### src/rtl/snake_pkg.sv
// snake_pkg: matrix geometry, command opcodes and frame-buffer state encoding
package snake_pkg;
    localparam int MATRIX_ROWS = 8;
    localparam int MATRIX_COLS = 16;
    typedef enum logic [1:0] {
        OP_WRITE = 2'b00,
        OP_CLEAR = 2'b01,
        OP_FILL  = 2'b10,
        OP_SWAP  = 2'b11
    } op_t;
    typedef enum logic [1:0] {
        ST_IDLE,
        ST_ROWOP,
        ST_SWAP_WAIT
    } state_t;
endpackage

### src/rtl/frame_buffer.sv
// frame_buffer: double-buffered LED-matrix pixel store with frame-synchronised swap
module frame_buffer
    import snake_pkg::*;
#(
    parameter int ROWS      = MATRIX_ROWS,
    parameter int COLS      = MATRIX_COLS,
    parameter int SWAP_SYNC = 1,
    localparam int RW       = $clog2(ROWS),
    localparam int CW       = $clog2(COLS)
) (
    input  logic                 clk,
    input  logic                 rst_n,
    input  logic                 cmd_valid,
    output logic                 cmd_ready,
    input  logic [1:0]           cmd_op,
    input  logic [CW-1:0]        cmd_x,
    input  logic [RW-1:0]        cmd_y,
    input  logic                 cmd_val,
    input  logic                 frame_tick,
    input  logic [CW-1:0]        rd_x,
    input  logic [RW-1:0]        rd_y,
    output logic                 rd_pixel,
    output logic                 swap_done,
    output logic [ROWS*COLS-1:0] pixel_rows
);
    state_t                   state, state_nx;
    logic [RW-1:0]            row;
    logic                     fill_val, accept, row_we, wr_we, swap_now, swap_q;
    logic [ROWS-1:0][COLS-1:0] back, front;

    always_ff @(posedge clk) begin
        state <= !rst_n ? ST_IDLE : state_nx;
    end

    always_comb begin
        state_nx = accept && (cmd_op == OP_CLEAR || cmd_op == OP_FILL) ? ST_ROWOP :
                   accept && cmd_op == OP_SWAP && SWAP_SYNC != 0       ? ST_SWAP_WAIT :
                   (state == ST_ROWOP && row == RW'(ROWS - 1)) ||
                   (state == ST_SWAP_WAIT && frame_tick)                ? ST_IDLE : state;
    end

    always_comb begin
        cmd_ready = rst_n && state == ST_IDLE;
        accept    = cmd_valid && cmd_ready;
        row_we    = state == ST_ROWOP;
        wr_we     = accept && cmd_op == OP_WRITE && 32'(cmd_x) < COLS && 32'(cmd_y) < ROWS;
        swap_now  = SWAP_SYNC != 0 ? state == ST_SWAP_WAIT && frame_tick : accept && cmd_op == OP_SWAP;
        swap_done = SWAP_SYNC != 0 ? rst_n && swap_now : swap_q;
    end

    // Row fills take priority; a WRITE cannot be accepted while ROWOP is busy anyway
    always_ff @(posedge clk) begin
        if (!rst_n) begin
            back     <= '0;
            front    <= '0;
            row      <= '0;
            fill_val <= 1'b0;
            swap_q   <= 1'b0;
        end else begin
            if (row_we)
                back[row] <= {COLS{fill_val}};
            else if (wr_we)
                back[cmd_y][cmd_x] <= cmd_val;
            if (swap_now)
                front <= back;
            row    <= row_we ? row + 1'b1 : '0;
            swap_q <= swap_now;
            if (accept)
                fill_val <= cmd_op == OP_FILL;
        end
    end

    assign rd_pixel   = back[rd_y][rd_x];
    assign pixel_rows = front;
endmodule

### config.mk
export PLATFORM = sky130hd
export DESIGN_NAME = frame_buffer
export DESIGN_NICKNAME = d
export VERILOG_FILES = /design/src/rtl/snake_pkg.sv /design/src/rtl/frame_buffer.sv
export SDC_FILE = /design/constraint.sdc
export NUM_CORES = 1
export LEC_CHECK = 0
export CAP_MARGIN = 15
export CORE_ASPECT_RATIO = 0.7
export CORE_MARGIN = 2
export CORE_UTILIZATION = 45
export DETAILED_ROUTE_END_ITERATION = 12
export DONT_BUFFER_PORTS = 1
export PLACE_DENSITY = 0.64
export SKIP_CTS_REPAIR_TIMING = 1
export SLEW_MARGIN = 20
export SYNTH_ARGS = -nofsm -noshare
export SYNTH_HDL_FRONTEND = slang
export SYNTH_SLANG_ARGS = --single-unit
### constraint.sdc
create_clock -name clk -period 2.7 [get_ports clk]
set_clock_uncertainty 0.15 [all_clocks]
set_input_delay 0 -clock clk [delete_from_list [all_inputs] [get_ports clk]]
set_output_delay 0 -clock clk [all_outputs]
set_load 0.05 [all_outputs]
**After elaboration in Yosys (flattened, before gate mapping)**

Index checks and enable logic that the tools add are counted.

- Latch bits: 0
- Memories kept: 0
- Register bits after elaboration: 262
- Word-level logic and storage cells: 73
- Bits in writable memories: 0
- Bits in read-only memories: 0
- Input bits: 21
- Output and inout port bits: 131

- Multiply operators: 0
- Bitwise logic cells: 1
- $lt $le $gt $ge: 8
- Shift operators: 0
- Div/mod/pow operators: 0
- Mux-type cells: 17
- Reductions and logical operators: 20
- Eq/ne operators: 6
- Add/sub/neg operators: 1

Operators with widths:

| kind | count |
|---|---|
| $bwmux W128 | 2 |
| $mux W128 | 2 |
| $demux W16 S3 | 2 |
| $bmux W16 S3 | 1 |
| $mux W16 | 3 |
| $lt A3 B4 Y1 const B | 3 |
| $logic_and A1 B1 Y1 | 11 |
| $lt A4 B5 Y1 const B | 2 |
| $eq A2 B2 Y1 const B | 3 |
| $ge A3 B1 Y1 const B | 2 |
| $bmux W1 S4 | 1 |
| $demux W1 S4 | 1 |
| $eq A2 B1 Y1 const B | 2 |
| $ge A4 B1 Y1 const B | 1 |
| $logic_not A2 Y1 | 2 |
| $mux W2 | 2 |
| $reduce_bool A2 Y1 | 2 |
| $add A3 B1 Y3 const B | 1 |
| $eq A3 B3 Y1 const B | 1 |
| $mux W1 | 3 |
| $reduce_bool A3 Y1 | 1 |
| $logic_or A1 B1 Y1 | 2 |
| $reduce_and A2 Y1 | 1 |
| $reduce_or A2 Y1 | 1 |
| $not A1 Y1 | 1 |

**Depth between registers and ports, before layout**

- Depth after elaboration: 9
- Gate-level depth with buffers: 8
- Gate-level depth less buffers: 6

**Worst setup path after synthesis**

OpenSTA, ideal clock, no wires.

- Path type: reg2reg
- Start point: reg state[1]
- End point: reg fill_val
- Setup slack: 0.147 ns
- Stages on the path, launching flop included: 6
- Arrival time: 2.287 ns
- Period minus slack after synthesis: 2.553 ns
- Library setup time: 0.116 ns
- Required time: 2.434 ns
- Buffers on the path: 1
- Path through: dfxtp_1 -> clkbuf_1 -> nor3b_1 -> and2_1 -> mux2i_1 -> nor2b_1

- Word-level cells in the longest chain between the ends: 3

RTL lines:

| element | line | RTL |
|---|---|---|
| start, declared | frame_buffer.sv:26 | `state_t state, state_nx;` |
| start signal, assigned | frame_buffer.sv:32 | `state <= !rst_n ? ST_IDLE : state_nx;` |
| $logic_not A2 Y1 | frame_buffer.sv:43 | `cmd_ready = rst_n && state == ST_IDLE;` |
| $logic_and A1 B1 Y1 | frame_buffer.sv:43 |  |
| via cmd_ready | frame_buffer.sv:14 | `output logic cmd_ready,` |
| $logic_and A1 B1 Y1 | frame_buffer.sv:44 | `accept = cmd_valid && cmd_ready;` |
| end signal, assigned | frame_buffer.sv:57 | `fill_val <= 1'b0;` |
| end signal, assigned | frame_buffer.sv:69 | `fill_val <= cmd_op == OP_FILL;` |
| end, declared | frame_buffer.sv:28 | `logic fill_val, accept, row_we, wr_we, swap_now, swap_q;` |

The timed path passes the listed nets, and every way through them passes these cells.
A chain may end at the register's enable or synchronous reset.

**Worst setup path in the final report**

- Start point: reg back[112] (netlist bit)
- End point: out rd_pixel

- Word-level cells in the longest chain between the ends: 4

RTL lines:

| element | line | RTL |
|---|---|---|
| start, declared | frame_buffer.sv:29 | `logic [ROWS-1:0][COLS-1:0] back, front;` |
| start signal, assigned by index | frame_buffer.sv:61 | `back[row] <= {COLS{fill_val}};` |
| start signal, assigned by index | frame_buffer.sv:63 | `back[cmd_y][cmd_x] <= cmd_val;` |
| $bmux W16 S3 | frame_buffer.sv:73 | `assign rd_pixel = back[rd_y][rd_x];` |
| $mux W16 (not written as such) | frame_buffer.sv:73 |  |
| $bmux W1 S4 | frame_buffer.sv:73 |  |
| $mux W1 (not written as such) | frame_buffer.sv:73 |  |
| end, declared | frame_buffer.sv:22 | `output logic rd_pixel,` |

Every way passes these cells. The select of a mux whose other input is x is not followed.

==> impl_metrics.ini <==
[status]
status = complete, but fails checks
violations = negative hold slack, negative setup slack

[cts]
cts_tree = yes
cts_buffers = 27
clk_latency_ns = 0.56
path_clk_slew_ns = 0.07
cts_max_level = 1
clk_path_buf_depth = 3
cts_root_buf = clkbuf_16
cts_sinks = 262

[critical_path]
crit_path_cell_trace = mux4_2 -> mux4_2 -> and3b_1 -> a31oi_2 -> nand4_1 -> buf_6
crit_family = multiplexers
end_kind = output pin
crit_top_cell = mux4_2
crit_slowest_cell = mux4_2
cp_max_fo = 3
critPathMaxStageDelay_ns = 0.47
path_class = register to output pin
critPathLaunchType = register
cp_data_arrival_time_ns = 2.64
worst-path-buf-inv = 1
worst_ep_required_time_ns = 2.55

[drt]
wl_per_cell_um = 24.93
drt_iter0_markers = 1606
vias = 12119
first_pass_iters = 5
route.final.wire_length_mm = 46.61
route.detailed.drc = 0
viasPerCell = 6.481
drtAntennaViolNets = 0

[sta]
relSlewSlack = 0.4112
clock.fmax_mhz = 358.3
holdWs_ns = -0.05189
period_needed_ns = 2.791
setup_tns_ns = -0.09102
min_period_over_period = 1.034
rsz0062_at_grt = true
finalHoldViolations = 44
setup_viol = 1
fin_ws_ns = -0.09102
worstMarginPinSlew_ns = 0.8832
finalMaxSlewViolations = 0

[place]
dpl_cell_area_um2 = 13320
portBuffers = 0
hpwl_mm = 30.57
place_congestion = 0.9758

[worst_hold_path]
hold_class = input port to register

[logic_synthesis]
synth-seq-cells = 262
ys_async_sr_fraction = 0
syn_area_um2 = 13120
synth_ff_type = dfxtp_1
synth.avg_cell_area_um2 = 8.728
syn-num-nets = 1529
yosysUniqueCellTypes = 47
yosysSeqAreaShare = 0.3998
synth-edff-count = 0
netlist_instances = 1503
yosys_warnings = 0

[layout]
multi_input_area_um2 = 7192
fin_area_um2 = 14930
nFillCells = 2681
final_core_util = 0.5191
drive_gt1_frac = 0.1027
regArea_um2 = 5256
area_growth_pct = 13.79
fin_nets = 1501

[die]
ios = 152
die_area_um2 = 30550
die_y_um = 146.8
row_count = 52
die-width_um = 208.1
initial_core_util = 0.4561
core-area_um2 = 28760

[global_route]
grt_pass1_vias = 10831
grt_pass1_wl_mm = 68.05
grt_overflow = 0
grt_max_degree = 266
grtUsageTotal = 0.2866
grt_antenna_before_repair = 5

[power]
p_total_mw = 8.877
power.density_nw_per_um2 = 594.7
cellLeakagePower_nw = 5.494
ir_worst_vdd_v = 0.0005684

[flow_run]
cap_violations = 0
per-layer routing:
metal	up-vias	track usage	wire length, µm
met5	-	0.01411	69
met4	4	0.07979	1386
met3	101	0.1092	6459
met2	653	0.4047	19170
met1	5839	0.4051	19520
li1	5522	-	-
flip-flops by register name (all words and copies together), names as in the netlist:
register and count:
fill_val 1, state 2, pixel_rows 128, back 128, row 3
cells in the final DEF, fill, tap and decap left out, types with 5 or more instances in the layout:
master / count
a21boi_0: 128
a21oi_1: 130
and3b_1: 130
buf_4: 43
clkbuf_16: 27
clkbuf_8: 5
clkinv_2: 5
dfxtp_1: 253
dfxtp_2: 9
dlygate4sd3_1: 66
ha_1: 5
mux2i_1: 10
mux4_2: 33
nand2_1: 269
nand3_1: 11
nand3b_1: 5
nand4b_1: 6
nor2_1: 14
nor3_2: 8
o2111ai_1: 128
o21ai_0: 122
o21ai_1: 6
or3b_1: 6
or3b_2: 5
worst reg2reg max path: cells and delay by family, from the launching register on:
| kind | cells | cell delay, ns |
|---|---|---|
| simple gates | 3 | 1.43 |
| flops | 1 | 0.52 |
| compound gates | 1 | 0.21 |
cells by family after synthesis:
| kind of cell | Yosys count | synth area share |
|---|---|---|
| buffers and inverters | 176 | 0.05685 |
| AND/OR/NAND/NOR | 490 | 0.2098 |
| flip-flops | 262 | 0.3998 |
| adder cells (fa/ha/maj) | 5 | 0.004769 |
| AO/OA/AOI/OAI | 527 | 0.2644 |
| multiplexers | 43 | 0.06429 |
metrics by stage:
stage | worst slack [ns] | instances
global route | -0.1021 | 1868
floorplan | 0.1472 | 1503
detailed placement | 0.3703 | 1757
global placement | 0.4234 | 1757
CTS | -0.1030 | 1801
finish | -0.09102 | 1870
Yosys cell counts, drive strengths merged (5+ instances only):
library cell    n  area share
nand2         269       0.077
dfxtp         262        0.40
clkbuf        144       0.041
a21oi         130       0.050
and3b         130       0.087
a21boi        128       0.073
o2111ai       128       0.085
o21ai         128       0.049
mux4           33       0.057
buf            28       0.014
nor2           15      0.0043
nand3          11      0.0042
or3b           11      0.0073
mux2i          10      0.0076
nor3            9      0.0038
a31oi           6      0.0029
nand4b          6      0.0040
ha              5      0.0048
nand3b          5      0.0029
nor2b           5      0.0026
path summary, 6_finish.rpt:
path | cells after the start | start | slack, ns | endpoint
max | 6 | back[112] | -0.09 | rd_pixel
min | 5 | cmd_y[1] | -0.05 | back[36]
max reg2reg | 4 | state[0] | 0.28 | back[76]
min reg2reg | 2 | back[94] | 0.35 | pixel_rows[94]
report_power, final:
group | total [mW] | internal (mW) | switching [mW] | leakage (nW)
combinational | 0.910 | 0.365 | 0.545 | 2.94
sequential | 4.11 | 3.95 | 0.158 | 2.12
clock | 3.85 | 2.24 | 1.62 | 0.437
total | 8.88 | 6.56 | 2.32 | 5.49
final cells by class:
class | instances | share of cell area
multi-input combinational | 1065 | 0.4818
sequential | 262 | 0.3521
timing repair buffer | 115 | 0.07385
clock buffer | 34 | 0.05038
tap | 378 | 0.03168
clock inverter | 10 | 0.008801
inverter | 4 | 0.001006
antenna | 2 | 0.0003353
(Power assumes the default switching activity.)
